## src/rtl/color_frame_loader.sv

```systemverilog
// color_frame_loader
// Assembles narrow HPS colour beats into wide colour-memory words and streams
// one frame of FRAME_WORDS words to consecutive addresses. The first beat of
// a frame is flagged with in_sof. Framing errors raise a sticky err_sync.
// Each completed frame yields a one-cycle new_frame pulse and bumps
// frame_count.
module color_frame_loader #(
  parameter int W_DATA_WIDTH  = 128,
  parameter int IN_DATA_WIDTH = 32,
  parameter int NB_LED_ROWS   = 32,
  parameter int NB_ANGLES     = 128,
  parameter int BIT_PER_COLOR = 8,
  localparam int BEATS        = W_DATA_WIDTH / IN_DATA_WIDTH,
  localparam int FRAME_WORDS  = 3 * BIT_PER_COLOR * NB_LED_ROWS * NB_ANGLES / W_DATA_WIDTH,
  localparam int ADDR_W       = $clog2(2 * FRAME_WORDS) - 1
) (
  input  logic                     clk,
  input  logic                     rst,
  input  logic [IN_DATA_WIDTH-1:0] in_data,
  input  logic                     in_valid,
  input  logic                     in_sof,
  output logic                     in_ready,
  output logic [ADDR_W-1:0]        color_w_addr,
  output logic [W_DATA_WIDTH-1:0]  color_w_data,
  output logic                     color_w_enable,
  output logic                     new_frame,
  output logic                     err_sync,
  input  logic                     err_clear,
  output logic [15:0]              frame_count
);

  localparam int BEAT_W = (BEATS > 1) ? $clog2(BEATS) : 1;

  typedef enum logic [1:0] {
    IDLE = 2'd0,
    LOAD = 2'd1,
    DONE = 2'd2
  } state_e;

  state_e                    state_q;
  logic [BEAT_W-1:0]         beat_cnt_q;
  logic [ADDR_W-1:0]         word_cnt_q;
  logic [W_DATA_WIDTH-1:0]   buf_q;
  logic                      in_ready_q;
  logic [ADDR_W-1:0]         color_w_addr_q;
  logic [W_DATA_WIDTH-1:0]   color_w_data_q;
  logic                      color_w_enable_q;
  logic                      new_frame_q;
  logic                      err_sync_q;
  logic [15:0]               frame_count_q;

  logic                      xfer;
  logic                      err_set;
  logic [BEAT_W-1:0]         beat_idx;
  logic [ADDR_W-1:0]         word_idx;
  logic                      last_beat;
  logic                      last_word;
  logic [W_DATA_WIDTH-1:0]   word_d;

  // A beat moves only when the source offers it and we are ready for it.
  assign xfer = in_valid & in_ready_q;

  // Framing errors: a beat without sof while idle, or an sof in mid-frame.
  assign err_set = xfer & (((state_q == IDLE) & ~in_sof) |
                           ((state_q == LOAD) &  in_sof));

  // Position of the incoming beat; an sof beat always restarts at word 0,
  // beat 0. word_d is the buffered word with this beat dropped into its lane.
  always_comb begin
    beat_idx  = in_sof ? '0 : beat_cnt_q;
    word_idx  = in_sof ? '0 : word_cnt_q;
    last_beat = (beat_idx == BEAT_W'(BEATS - 1));
    last_word = (word_idx == ADDR_W'(FRAME_WORDS - 1));
    word_d    = buf_q;
    word_d[beat_idx*IN_DATA_WIDTH +: IN_DATA_WIDTH] = in_data;
  end

  // Beat assembly buffer, little-endian lanes.
  // NOTE: pure datapath with no reset; every lane is rewritten before the
  // word it belongs to is ever written out, so its power-up value is unused.
  always_ff @(posedge clk) begin
    if (xfer) begin
      buf_q <= word_d;
    end
  end

  // Control FSM with registered outputs: word/beat sequencing, memory write
  // strobe, end-of-frame pulse, frame counter and sticky error flag.
  // NOTE: state and outputs use non-blocking assignments so every register
  // samples the pre-edge values, independent of statement order.
  always_ff @(posedge clk or posedge rst) begin
    if (rst) begin
      state_q          <= IDLE;
      beat_cnt_q       <= '0;
      word_cnt_q       <= '0;
      in_ready_q       <= 1'b0;
      color_w_addr_q   <= '0;
      color_w_data_q   <= '0;
      color_w_enable_q <= 1'b0;
      new_frame_q      <= 1'b0;
      err_sync_q       <= 1'b0;
      frame_count_q    <= '0;
    end else begin
      color_w_enable_q <= 1'b0;
      new_frame_q      <= 1'b0;
      // A set in the same cycle as err_clear wins.
      err_sync_q       <= err_set | (err_sync_q & ~err_clear);

      case (state_q)
        IDLE, LOAD: begin
          in_ready_q <= 1'b1;
          // In IDLE only an sof beat starts a frame; others are dropped.
          if (xfer && (in_sof || (state_q == LOAD))) begin
            state_q <= LOAD;
            if (last_beat) begin
              color_w_enable_q <= 1'b1;
              color_w_addr_q   <= word_idx;
              color_w_data_q   <= word_d;
              beat_cnt_q       <= '0;
              if (last_word) begin
                // Stop accepting until the frame has been announced.
                state_q    <= DONE;
                in_ready_q <= 1'b0;
                word_cnt_q <= '0;
              end else begin
                word_cnt_q <= word_idx + 1'b1;
              end
            end else begin
              beat_cnt_q <= beat_idx + 1'b1;
              word_cnt_q <= word_idx;
            end
          end
        end

        DONE: begin
          // The final write is on the bus this cycle; announce the frame
          // next cycle and keep the input stalled through the pulse.
          in_ready_q    <= 1'b0;
          new_frame_q   <= 1'b1;
          frame_count_q <= frame_count_q + 16'd1;
          state_q       <= IDLE;
        end

        default: begin
          state_q    <= IDLE;
          in_ready_q <= 1'b0;
        end
      endcase
    end
  end

  assign in_ready       = in_ready_q;
  assign color_w_addr   = color_w_addr_q;
  assign color_w_data   = color_w_data_q;
  assign color_w_enable = color_w_enable_q;
  assign new_frame      = new_frame_q;
  assign err_sync       = err_sync_q;
  assign frame_count    = frame_count_q;

endmodule

```

## config.mk

```make
export PLATFORM = sky130hd
export DESIGN_NAME = color_frame_loader
export DESIGN_NICKNAME = d
export VERILOG_FILES = /design/src/rtl/color_frame_loader.sv
export SDC_FILE = /design/constraint.sdc
export NUM_CORES = 1
export LEC_CHECK = 0
export CAP_MARGIN = 20
export CORE_MARGIN = 4
export CORE_UTILIZATION = 35
export CTS_CLUSTER_DIAMETER = 60
export DETAILED_ROUTE_END_ITERATION = 7
export SLEW_MARGIN = 25
export SYNTH_ARGS = -nofsm -noshare
export SYNTH_HDL_FRONTEND = slang
export SYNTH_SLANG_ARGS = --single-unit
```

## constraint.sdc

```tcl
create_clock -name clk -period 11.7 [get_ports clk]
set_clock_uncertainty 0.1 [all_clocks]
set_input_delay 1.755 -clock clk [delete_from_list [all_inputs] [get_ports clk]]
set_output_delay 1.755 -clock clk [all_outputs]
set_load 0.03 [all_outputs]
```

# Yosys cells after proc, flatten, opt, wreduce, memory -nomap -nowiden
# Index checks and enable logic that the tools add are counted.
[word_totals]
regBits = 300
latch_bits = 0
inputBits = 37
memories = 0
mem_bits_rw = 0
out_inout_bits = 158
mem_bits_ro = 0
[classes]
order_cmp = 0
mul = 0
eq_ne = 5
reduce_logical = 6
n_bitwise = 9
n_shift = 2
addsub = 4
div_mod_pow = 0
mux = 18
[ops]
columns = ["op", "n"]
rows = [
  ["bitwise mux 128 bit", 1],
  ["variable shift 32 x 34 -> 128 bit (first input constant)", 1],
  ["variable part select 32 x 34 -> 128 bit", 1],
  ["negation 7 -> 34 bit", 1],
  ["two-way mux 10 bit", 3],
  ["adder 16 x 1 -> 16 bit (second input constant)", 1],
  ["two-way mux 2 bit", 6],
  ["adder 10 x 1 -> 10 bit (second input constant)", 1],
  ["== test 10 bit (second input constant)", 1],
  ["two-way mux 1 bit", 8],
  ["AND 1 bit", 5],
  ["== test 2 bit (second input constant)", 2],
  ["AND reduction 3 bit", 1],
  ["adder 2 x 1 -> 2 bit (second input constant)", 1],
  ["== test 2 x 1 -> 1 bit (second input constant)", 1],
  ["logical NOT 2 bit", 1],
  ["!= test 2 bit (second input constant)", 1],
  ["inverter 1 bit", 2],
  ["bitwise OR 1 bit", 2],
  ["AND reduction 2 bit", 1],
  ["OR reduction 2 bit", 1],
  ["logical AND 1 bit", 1],
  ["logical OR 1 bit", 1],
]

# Logic depth before layout (Yosys ltp)
# Gate-level depths: netlist of run 1.
[logic_depth]
depth_word = 6
mapped_depth = 12

# Worst setup path after synthesis of run 1
# No wires, ideal clock.
[synth_timing]
kind = "input port to flip-flop"
from = "in in_valid"
to = "reg state_q[0]"
setup_slack_ns = 7.405
path_buffers = 0
arrival_time_ns = 4.104
stages = 4
path_cell_list = "nand2_1 inv_1 a21oi_1 nor3_1"
[synth_between]
elab_chain_cells = 3
[synth_rtl]
columns = ["element", "line", "source"]
rows = [
  ["start, declared", "20", "input logic in_valid,"],
  ["AND 1 bit", "61", "assign xfer = in_valid & in_ready_q;"],
  ["net xfer", "52", "logic xfer;"],
  ["logical AND 1 bit", "113", "if (xfer && (in_sof || (state_q == LOAD))) begin"],
  ["!= test 2 bit (no source line)", "-", ""],
  ["end signal, assigned", "114", "state_q <= LOAD;"],
  ["end signal, assigned", "122", "state_q <= DONE;"],
  ["end signal, assigned", "141", "state_q <= IDLE;"],
  ["end, declared", "40", "state_e state_q;"],
]
# The timed path passes the listed nets, and every way through them passes these cells.
# A chain may end at the register's enable or synchronous reset.

# Final worst setup path of run 1
[layout_timing]
from = "in in_sof"
to = "reg color_w_data_q[52] (netlist: color_w_data[52])"
[layout_between]
elab_chain_cells = 4
elab_cells_between_ends = 9
[layout_rtl]
columns = ["element", "line", "source"]
rows = [
  ["start, declared", "21", "input logic in_sof,"],
  ["two-way mux 2 bit", "70", "beat_idx = in_sof ? '0 : beat_cnt_q;"],
  ["negation 7 -> 34 bit", "75", "word_d[beat_idx*IN_DATA_WIDTH +: IN_DATA_WIDTH] = in_data;"],
  ["variable part select 32 x 34 -> 128 bit or variable shift 32 x 34 -> 128 bit (tied branches)", "75", ""],
  ["bitwise mux 128 bit", "75", ""],
  ["end signal, assigned", "118", "color_w_data_q <= word_d;"],
  ["end, declared", "46", "logic [W_DATA_WIDTH-1:0] color_w_data_q;"],
]
# Several ways; a longest one is shown, not always the timed one.

==> impl_summary.txt, run 1 <==
----------------------------------------------------
[Run status]
  Outcome ... complete, no violations

[Detailed routing]
  Post-DR vias/cell ... 5.06
  Drt initial violations ... 446
  Routed wire length ... 27400 µm
  Number of iterations in the first detailed-routing pass ... 4
  Via total after detailed routing ... 7411
  DRC violations left ... 0
  Average wire length per cell after detail routing ... 18.7 µm
  Residual antenna-violating net count after detailed routing ... 0

[Synth]
  Top cells by area in the synthesized netlist ... dfrtp_1, edfxtp_1, mux2_2, a22o_1, nand2_1
  Syn Area/Cell ... 12.7 µm²
  Portion of the post-synthesis area used by sequential elements ... 65.5%
  Synth Area in Compound Gates ... 10.5%
  Multiplexer share of the synthesized area ... 7.18%
  Synthesized flop and latch total ... 268
  Area fraction of the dominant cell type after synthesis ... 39.2%
  Yosys warning count ... 0
  Total standard cell area after synthesis ... 11000 µm²
  Predominant post-synthesis flop cell ... dfrtp_1
  Biggest area consumer among synthesized cells ... dfrtp_1
  Syn nets ... 910
  Post-synthesis cell count ... 867
  Largest family of logic cells by synthesized area ... simple AND/OR/NAND/NOR gates
  Share of flip-flops with an asynchronous set or reset ... 64.2%
  Number of flops mapped to enable cells by yosys ... 96
  Simple-gate share of the synthesized area ... 10.7%
  Unique cell type count in the Yosys netlist ... 42
  Post-synthesis xor/xnor area fraction ... 1.28%
  Adder and majority gate portion of the synthesized area ... 0.684%

[Global routing]
  Global Route Usage Sum ... 15.8%
  Number of antenna violations at the first check in global routing ... 0
  Largest net degree at the start of global routing ... 71
  Via count of the first global-routing pass ... 7519
  Global-route wire length before repair ... 43600 µm
  Grt ovf ... 0

[Critical path]
  Critical path cell sequence ... clkdlybuf4s50_1, buf_4, nand2b_4, inv_2, ha_1, inv_2, nor3_4, buf_4, buf_4, mux2_2
  Max stage delay cell, worst path ... buf_4
  Nature of the critical path endpoint ... flip-flop
  Critical path startpoint category ... input port
  Levels on crit path ... 10
  Number of buffer and inverter instances along the worst setup path ... 6
  Startpoint-to-endpoint class of the critical path ... in -> reg
  Max incr delay on CP ... 630 ps
  Dominant cell type by count on the critical path ... buf_4
  Gate family responsible for the most delay along the worst path ... buffers and inverters
  Crit Path Max Fanout ... 65
  Worst reg-to-reg path cell count ... 8
  Worst EP arrival ... 4950 ps
  Register-to-register setup slack ... 8610 ps
  Required time of the critical path ... 12020 ps

[Floorplan]
  Top-level I/O count ... 195
  Cell Rows ... 64
  Starting density of the core ... 35.7%
  Horizontal die dimension ... 185 µm
  Die area ... 34300 µm²
  CORE AREA ... 30700 µm²
  Die Y ... 185 µm

[STA]
  Number of hold-slack violations in the final timing report ... 0
  Achievable clock frequency ... 216 MHz
  Clock period minus final worst setup slack ... 4630 ps
  Setup TNS ... 0 ps
  Unrepaired setup endpoints after global routing ... false
  Transition time at the pin with the least slew margin ... 902 ps
  Total of endpoints with negative setup slack in the final report ... 0
  Final worst path period share ... 39.6%
  Relative slew margins ... 39.9%
  Number of max-slew violations in the final report ... 0

[Worst hold path]
  Worst hold stages ... 1
  Min-Delay Path Class ... reg -> reg

[Finish]
  Proportion of layout cells with a drive suffix above 1 ... 13.0%
  Layout Cells excl Fill ... 1465
  Commonest non-fill, non-tap cell in the layout ... clkdlybuf4s50_1
  Antenna Diode Count ... 0
  Utilization of the core after routing ... 46.3%
  Layout filler cell count ... 2825
  Final non-filler cell area ... 14200 µm²
  Layout Area Growth over Synthesis ... 29.8%
  Layout net count ... 1089
  Most used cells in the layout excluding fill and tap cells ... clkdlybuf4s50_1, dfrtp_1, edfxtp_1, nand2_1, mux2_2

[Clock tree]
  Clk pin slew, worst setup/hold paths ... 60 ps
  Clock tree from TritonCTS ... built
  Maximum clock path buffer count ... 3
  Number of levels in the clock H-tree ... 1
  Clk Latency, worst-skew pair ... 540 ps
  Post-CTS Setup Bufs ... 0
  CTS Root Cell ... clkbuf_16
  Cts bufs inserted ... 30
  Hold-fix buffers, CTS ... 0
  Number of gates given a new drive strength after cts ... 0
  CTS sink cnt ... 268

[Pwr]
  Cell leakage power ... 5.94 nW
  Power per standard cell area ... 241 nW/µm²
  Combinational Power Share ... 33.5%
  Total net switching power ... 1.16 mW
  Internal Dissipation ... 2.27 mW
  Maximum vdd drop ... 0.118 mV
  Clock network power share ... 27.4%
  Part of the power in registers ... 39.1%
  Switching share of power ... 33.9%

[Placement]
  Instance area at placement ... 13200 µm²
  Routability congestion estimate ... 0.784
  Cells after DPL ... 1410
  Final HPWL from detailed placement ... 17000 µm
  Input/output buffers ... 194

[Run]
  Max Cap Violations ... 0

----------------------------------------------------
[flip-flops by register name (all words and copies together) (netlist names), 2 cells and up]
name / flops
buf_q: 96
color_w_data: 128
state_q: 2
color_w_addr: 10
frame_count: 16
word_cnt_q: 10
beat_cnt_q: 2
[cell families after synthesis]
family / after synthesis
fa+ha+maj: 6
xor+xnor: 16
flops: 268
compound gates: 165
mux: 70
simple gates: 237
buf+inv: 105
[synthesized netlist by cell type, types with 3 or more instances]
master    instances
inv_1            44
buf_1             3
a31oi_1          34
nand3_1          38
o41ai_1           4
edfxtp_1         96
nor2_1           40
buf_2            24
nand3b_1          4
nor2b_1           6
nand2b_1         33
nand2_1          83
ha_1              6
nor3_1            6
inv_2             3
nand4_1           8
buf_6             4
clkbuf_1         27
or3_1             3
a22o_1           64
xor2_1            8
and4_1            7
o21ai_1          10
a21oi_1           7
o21ai_0          37
mux2_2           70
dfrtp_1         172
xnor2_1           8
[metrics by stage]
stage	worst slack (ps)	power, mW	hold slack, ps
6_report	7070	3.43	370
3_3_place_gp	6580	2.51	362
3_5_place_dp	6520	2.52	368
2_1_floorplan	5180	1.99	347
5_1_grt	6840	3.60	381
4_1_cts	7090	3.48	376
[layout make-up]
cell class | instances | area, µm² | share of cell area [%]
Multi-Input combinational cell | 494 | 3350 | 23.5
Clock inverter | 10 | 109 | 0.764
Timing Repair Buffer | 205 | 2030 | 14.2
Tap cell | 396 | 495 | 3.48
Sequential cell | 268 | 7190 | 50.5
Inverter | 47 | 184 | 1.29
Clock buffer | 45 | 890 | 6.25
[power groups by stage]
stage | clock (mW) | combinational [mW] | sequential, mW
2_1_floorplan | 0 | 0.265 | 1.73
3_3_place_gp | 0 | 1.15 | 1.36
3_5_place_dp | 0 | 1.16 | 1.36
4_1_cts | 0.971 | 1.17 | 1.35
5_1_grt | 1.01 | 1.22 | 1.38
6_report | 0.941 | 1.15 | 1.34
[final timing paths]
path	to	start
setup / recovery	color_w_data[52]	in_sof
hold / removal	frame_count[15]	frame_count[15]
setup reg to reg	color_w_data[52]	beat_cnt_q[0]
hold reg to reg	frame_count[15]	frame_count[15]
max in group asynchronous	color_w_data[23]	rst
min in group asynchronous	color_w_data[49]	rst
[layer usage]
metal | routed length (µm) | global-route usage, % | up-vias
met1 | 12900 | 22.9 | 3760
met2 | 12900 | 25.4 | 166
met3 | 1360 | 2.75 | 14
met4 | 218 | 2.61 | 0
li1 | - | - | 3471
met5 | 0 | 0 | -
No activity file was read; power rests on OpenSTA's default activity.
==> run 2: changes to the inputs <==
==> constraint.sdc (replaced) <==
create_clock -name clk -period 3.76 [get_ports clk]
set_clock_uncertainty 0.1 [all_clocks]
set_input_delay 0.564 -clock clk [delete_from_list [all_inputs] [get_ports clk]]
set_output_delay 0.564 -clock clk [all_outputs]
set_load 0.03 [all_outputs]
==> run 2 against run 1 <==
Compared with the run above: count of clock-buffer cells in the layout grew 2; critical path depth shrank 1; first-iteration DRC count grew 4.3%; total power grew to 3.2 times the previous value; worst hold slack lost 59 ps; largest cell class unchanged; utilization grew 0.98 points.
==> impl_summary.txt, run 2 (synthesized netlist as in run 1, its figures left out) <==
----------------------------------------------------
[STA]
  Transition time at the pin with the least slew margin ... 908 ps (+5.65 ps)
  Setup TNS ... 0 ps (unchanged)
  Clock period minus final worst setup slack ... 2650 ps
  Relative slew margins ... 39.5% (-0.38 points)
  Number of max-slew violations in the final report ... 0 (unchanged)
  Final worst slack ... 1110 ps (-5950 ps)
  Final worst path period share ... 70.4%
  Unrepaired setup endpoints after global routing ... false
  Total of endpoints with negative setup slack in the final report ... 0 (unchanged)
  Achievable clock frequency ... 378 MHz
  Number of hold-slack violations in the final timing report ... 0 (unchanged)

[Detailed routing]
  Residual antenna-violating net count after detailed routing ... 0 (unchanged)
  Average wire length per cell after detail routing ... 18.9 µm (+0.90%)
  Routed wire length ... 27900 µm (+1.9%)
  DRC violations left ... 0 (unchanged)
  Drt initial violations ... 465 (+4.3%)
  Number of iterations in the first detailed-routing pass ... 4 (unchanged)
  Post-DR vias/cell ... 5.05 (-0.16%)
  Via total after detailed routing ... 7470 (+0.80%)

[Pwr]
  Switching share of power ... 33.3% (-0.53 points)
  Clock network power share ... 28.7% (+1.3 points)
  Combinational Power Share ... 32.9% (-0.6 points)
  Cell leakage power ... 6.08 nW (+2.4%)
  Total net switching power ... 3.64 mW (+210%)
  Power per standard cell area ... 751 nW/µm² (+210%)
  Maximum vdd drop ... 0.419 mV (+250%)
  Internal Dissipation ... 7.28 mW (+220%)
  Part of the power in registers ... 38.4% (-0.7 points)

[Critical path]
  Levels on crit path ... 9 (-1)
  Dominant cell type by count on the critical path ... inv_2
  Startpoint-to-endpoint class of the critical path ... in -> reg
  Gate family responsible for the most delay along the worst path ... buffers and inverters
  Crit Reg-Reg Endpoint ... color_w_data[54]
  Critical path cell sequence ... clkdlybuf4s50_1, nand2b_4, inv_2, ha_1, inv_2, nor3_4, buf_4, buf_12, mux2_2
  Timing startpoint of the critical path ... in_sof
  Nature of the critical path endpoint ... flip-flop
  Register-to-register setup slack ... 1310 ps (-7300 ps)
  Number of buffer and inverter instances along the worst setup path ... 5 (-1)
  Crit Path Max Fanout ... 49 (-25%)
  Worst reg-to-reg path cell count ... 8 (unchanged)
  Required time of the critical path ... 4080 ps (-7940 ps)
  Max incr delay on CP ... 460 ps (-170 ps)
  Worst EP arrival ... 2960 ps (-1990 ps)
  Worst setup endpoint ... color_w_data[54]
  Reg2Reg Launch Point ... beat_cnt_q[0]
  Critical path startpoint category ... input port
  Max stage delay cell, worst path ... clkdlybuf4s50_1

[Global routing]
  Global Route Usage Sum ... 16.0% (+0.23 points)
  Global-route wire length before repair ... 43600 µm (+0.13%)
  Grt ovf ... 0 (unchanged)
  Via count of the first global-routing pass ... 7393 (-1.7%)
  Number of antenna violations at the first check in global routing ... 0 (unchanged)
  Largest net degree at the start of global routing ... 84 (+18%)

[Floorplan]
  Die area ... 34300 µm² (unchanged)
  Starting density of the core ... 35.7% (unchanged)
  Die Y ... 185 µm (unchanged)
  Cell Rows ... 64 (unchanged)
  CORE AREA ... 30700 µm² (unchanged)
  Horizontal die dimension ... 185 µm (unchanged)
  Top-level I/O count ... 195 (unchanged)

[Clock tree]
  Clk Latency, worst-skew pair ... 530 ps (about the same)
  Number of gates given a new drive strength after cts ... 0 (unchanged)
  Number of levels in the clock H-tree ... 1 (unchanged)
  Maximum clock path buffer count ... 3 (unchanged)
  Cts bufs inserted ... 30 (unchanged)
  Clk pin slew, worst setup/hold paths ... 60 ps (about the same)
  Post-CTS Setup Bufs ... 0 (unchanged)
  CTS sink cnt ... 268 (unchanged)
  Hold-fix buffers, CTS ... 0 (unchanged)
  Clock tree from TritonCTS ... built
  CTS Root Cell ... clkbuf_16

[Finish]
  Layout filler cell count ... 2752 (-2.6%)
  Final non-filler cell area ... 14500 µm² (+2.1%)
  Commonest non-fill, non-tap cell in the layout ... clkdlybuf4s50_1
  Layout net count ... 1102 (+1.2%)
  Most used cells in the layout excluding fill and tap cells ... clkdlybuf4s50_1, dfrtp_1, edfxtp_1, nand2_1, mux2_2
  Number of flip-flops in the largest register ... 128 (unchanged)
  Layout Area Growth over Synthesis ... 32.5%
  Antenna Diode Count ... 0 (unchanged)
  Proportion of layout cells with a drive suffix above 1 ... 14.2% (+1.2 points)
  Layout Cells excl Fill ... 1479 (+0.96%)
  Utilization of the core after routing ... 47.3% (+0.98 points)

[Placement]
  Input/output buffers ... 194 (unchanged)
  Instance area at placement ... 13400 µm² (+1.5%)
  Routability congestion estimate ... 0.787 (+0.40%)
  Worst setup timing slack at the placement stage ... 537 ps (-5990 ps)
  Cells after DPL ... 1422 (+0.85%)
  Final HPWL from detailed placement ... 18000 µm (+5.8%)

[Run]
  Max Cap Violations ... 0 (unchanged)

[Run status]
  Outcome ... complete, no violations

[Worst hold path]
  Min-Delay Path Class ... in -> async

----------------------------------------------------
[run 2: worst min-delay path by stage]
stage / slack, ps / end / cells after the start / from
2_1_floorplan: 350 / beat_cnt_q[1] / 2 / beat_cnt_q[1]
3_3_place_gp: 360 / frame_count[15] / 1 / frame_count[15]
3_5_place_dp: 370 / frame_count[15] / 1 / frame_count[15]
4_1_cts: 380 / frame_count[15] / 1 / frame_count[15]
5_1_grt: 320 / color_w_data[58] / 2 / rst
6_report: 310 / color_w_data[125] / 2 / rst
[run 2: power by group through the flow]
| stage | registers [mW] | logic (mW) | clock network [mW] |
|---|---|---|---|
| floorplan | 5.37 | 0.826 | 0 |
| global placement | 4.25 | 3.59 | 0 |
| detailed placement | 4.25 | 3.63 | 0 |
| CTS | 4.21 | 3.64 | 3.20 |
| global route | 4.29 | 3.82 | 3.34 |
| finish | 4.20 | 3.60 | 3.13 |
[run 2: per-layer routing]
layer	wire [µm]	GRT usage, %	vias to the layer above
li1	-	-	3510
met1	13100	22.9	3750
met2	13100	26.2	193
met3	1380	2.81	17
met4	294	2.52	0
met5	0	0	-
[run 2: cell type report]
class                   count  area [µm²]  area share, %
repair buffers            218        2250           15.5
well taps                 396         495           3.41
clock buffers              47         927           6.37
inverters                  47         183           1.26
clock inverters             9         149           1.02
multi-input cells         494        3350           23.0
flip-flops and latches    268        7190           49.4
[run 2: stage by stage]
| step | hold WS (ps) | total power [mW] |
|---|---|---|
| floorplan | 347 | 6.20 |
| global placement | 362 | 7.84 |
| detailed placement | 371 | 7.88 |
| CTS | 379 | 11.1 |
| global route | 316 | 11.4 |
| finish | 311 | 10.9 |
==> run 3: changes to the inputs <==
==> constraint.sdc (replaced) <==
create_clock -name clk -period 2.6 [get_ports clk]
set_clock_uncertainty 0.1 [all_clocks]
set_input_delay 0.39 -clock clk [delete_from_list [all_inputs] [get_ports clk]]
set_output_delay 0.39 -clock clk [all_outputs]
set_load 0.03 [all_outputs]
==> run 3 against run 2 <==
Compared with the run above: global-route usage hardly changed; combinational power is 47% higher; total power is 40% higher; worst setup slack worse by 690 ps; utilization is 0.72 points higher; clock power is 27% higher; non-clock buffer count is 38 higher; sequential power is 44% higher; critical endpoint is now frame_count[6].
==> impl_summary.txt, run 3 (synthesized netlist as in run 1, its figures left out) <==
----------------------------------------------------
[Critical path]
  Number of buffer and inverter instances along the worst setup path ... 1 (-4)
  Gate family responsible for the most delay along the worst path ... buffers and inverters
  Critical path startpoint category ... flip-flop
  Required time of the critical path ... 2110 ps (-1970 ps)
  Crit Path Max Fanout ... 6 (-88%)
  Max incr delay on CP ... 710 ps (+250 ps)
  Max stage delay cell, worst path ... clkdlybuf4s50_1
  Nature of the critical path endpoint ... output pin
  Worst EP arrival ... 1680 ps (-1280 ps)
  Critical path cell sequence ... clkdlybuf4s50_1
  Startpoint-to-endpoint class of the critical path ... reg -> out

[STA]
  Number of hold-slack violations in the final timing report ... 0 (unchanged)
  Clock period minus final worst setup slack ... 2170 ps
  Number of max-slew violations in the final report ... 0 (unchanged)
  Final worst path period share ... 83.6%
  Unrepaired setup endpoints after global routing ... false
  Total of endpoints with negative setup slack in the final report ... 0 (unchanged)
  Relative slew margins ... 47.4% (+7.9 points)
  Transition time at the pin with the least slew margin ... 789 ps (-119 ps)
  Achievable clock frequency ... 460 MHz
  Final worst slack ... 427 ps (-688 ps)

[Finish]
  Proportion of layout cells with a drive suffix above 1 ... 16.6% (+2.4 points)
  Layout net count ... 1140 (+3.4%)
  Number of flip-flops in the largest register ... 128 (unchanged)
  Layout Area Growth over Synthesis ... 34.6%
  Final non-filler cell area ... 14800 µm² (+1.5%)
  Layout filler cell count ... 2758 (+0.22%)
  Utilization of the core after routing ... 48.0% (+0.72 points)
  Antenna Diode Count ... 0 (unchanged)
  Most used cells in the layout excluding fill and tap cells ... clkdlybuf4s50_1, dfrtp_1, edfxtp_1, nand2_1, mux2_2
  Commonest non-fill, non-tap cell in the layout ... clkdlybuf4s50_1

[Clock tree]
  CTS sink cnt ... 268 (unchanged)
  Clock tree from TritonCTS ... built
  Number of levels in the clock H-tree ... 1 (unchanged)
  Hold-fix buffers, CTS ... 0 (unchanged)
  CTS Root Cell ... clkbuf_16
  Clk pin slew, worst setup/hold paths ... 60 ps (about the same)
  Post-CTS Setup Bufs ... 0 (unchanged)
  Clk Latency, worst-skew pair ... 540 ps (about the same)
  Maximum clock path buffer count ... 3 (unchanged)
  Cts bufs inserted ... 30 (unchanged)
  Number of gates given a new drive strength after cts ... 0 (unchanged)

[Detailed routing]
  Number of iterations in the first detailed-routing pass ... 5 (+1)
  Drt initial violations ... 413 (-11%)
  DRC violations left ... 0 (unchanged)
  Post-DR vias/cell ... 5.00 (-1.0%)
  Routed wire length ... 28000 µm (+0.51%)
  Residual antenna-violating net count after detailed routing ... 0 (unchanged)
  Via total after detailed routing ... 7582 (+1.5%)
  Average wire length per cell after detail routing ... 18.5 µm (-2.0%)

[Worst hold path]
  Min-Delay Path Class ... in -> async

[Global routing]
  Global Route Usage Sum ... 16.0% (about the same)
  Grt ovf ... 0 (unchanged)
  Via count of the first global-routing pass ... 7516 (+1.7%)
  Number of antenna violations at the first check in global routing ... 0 (unchanged)
  Largest net degree at the start of global routing ... 57 (-32%)
  Global-route wire length before repair ... 44100 µm (+0.98%)

[Floorplan]
  Top-level I/O count ... 195 (unchanged)
  Cell Rows ... 64 (unchanged)
  Die Y ... 185 µm (unchanged)
  Die area ... 34300 µm² (unchanged)
  Horizontal die dimension ... 185 µm (unchanged)
  Starting density of the core ... 35.7% (unchanged)
  CORE AREA ... 30700 µm² (unchanged)

[Run status]
  Outcome ... complete, no violations

[Pwr]
  Power per standard cell area ... 1040 nW/µm² (+38%)
  Maximum vdd drop ... 0.526 mV (+25%)
  Overall Power ... 15.3 mW (+40%)
  Cell leakage power ... 6.22 nW (+2.3%)

[Placement]
  Final HPWL from detailed placement ... 18900 µm (+5.2%)
  Routability congestion estimate ... 0.767 (-2.6%)
  Input/output buffers ... 194 (unchanged)
  Instance area at placement ... 13800 µm² (+2.9%)
  Worst setup timing slack at the placement stage ... -48.4 ps (-585 ps)

[Run]
  Max Cap Violations ... 0 (unchanged)

----------------------------------------------------
-- run 3: cell count changes in the layout (fill, tap and decap cells not counted), sizes merged --
cell / before / now
clkbuf: 47 / 41
clkinvlp: 1 / 3
buf: 24 / 62
bufinv: 4 / 1
clkinv: 4 / 13
inv: 47 / 45
-- run 3: routing by layer --
metal | vias up | track usage (%) | part of all wire, %
met5 | - | 0 | 0
met4 | 0 | 3.35 | 1.5
met3 | 35 | 2.44 | 5.2
met2 | 194 | 25.8 | 48
met1 | 3770 | 23.1 | 46
li1 | 3583 | - | -
-- run 3: final cells by class --
type	instances	area (µm²)	share of cell area [%]
multi-input combinational	494	3350	22.7
inverter	47	184	1.25
clock buffer	41	833	5.64
clock inverter	15	98.8	0.669
timing repair buffer	256	2620	17.7
tap	396	495	3.36
sequential	268	7190	48.7
-- run 3: report_power, final --
part           total, mW  internal (mW)  switching (mW)
sequential          6.06           5.49           0.575
clock               3.98           2.33            1.65
combinational       5.28           2.27            3.02
total               15.3           10.1            5.25
-- run 3: path summary, 6_finish.rpt --
check / start / slack (ps) / endpoint / depth (start not counted)
max reg2reg: beat_cnt_q[0] / 580 / color_w_data[23] / 7
min: rst / 190 / color_w_data[15] / 2
max: frame_count[6] / 430 / frame_count[6] / 1
min in group clk: err_clear / 320 / err_sync / 2
min reg2reg: frame_count[15] / 370 / frame_count[15] / 1
max in group asynchronous: rst / 1570 / color_w_data[85] / 3
-- run 3: stage by stage --
stage	setup TNS, ps	hold slack, ps	std cells
5_1_grt	0	246	1517
6_report	0	194	1517
4_1_cts	0	194	1517
2_1_floorplan	-14910	347	867
3_5_place_dp	-455	365	1461
3_3_place_gp	-155	361	1461
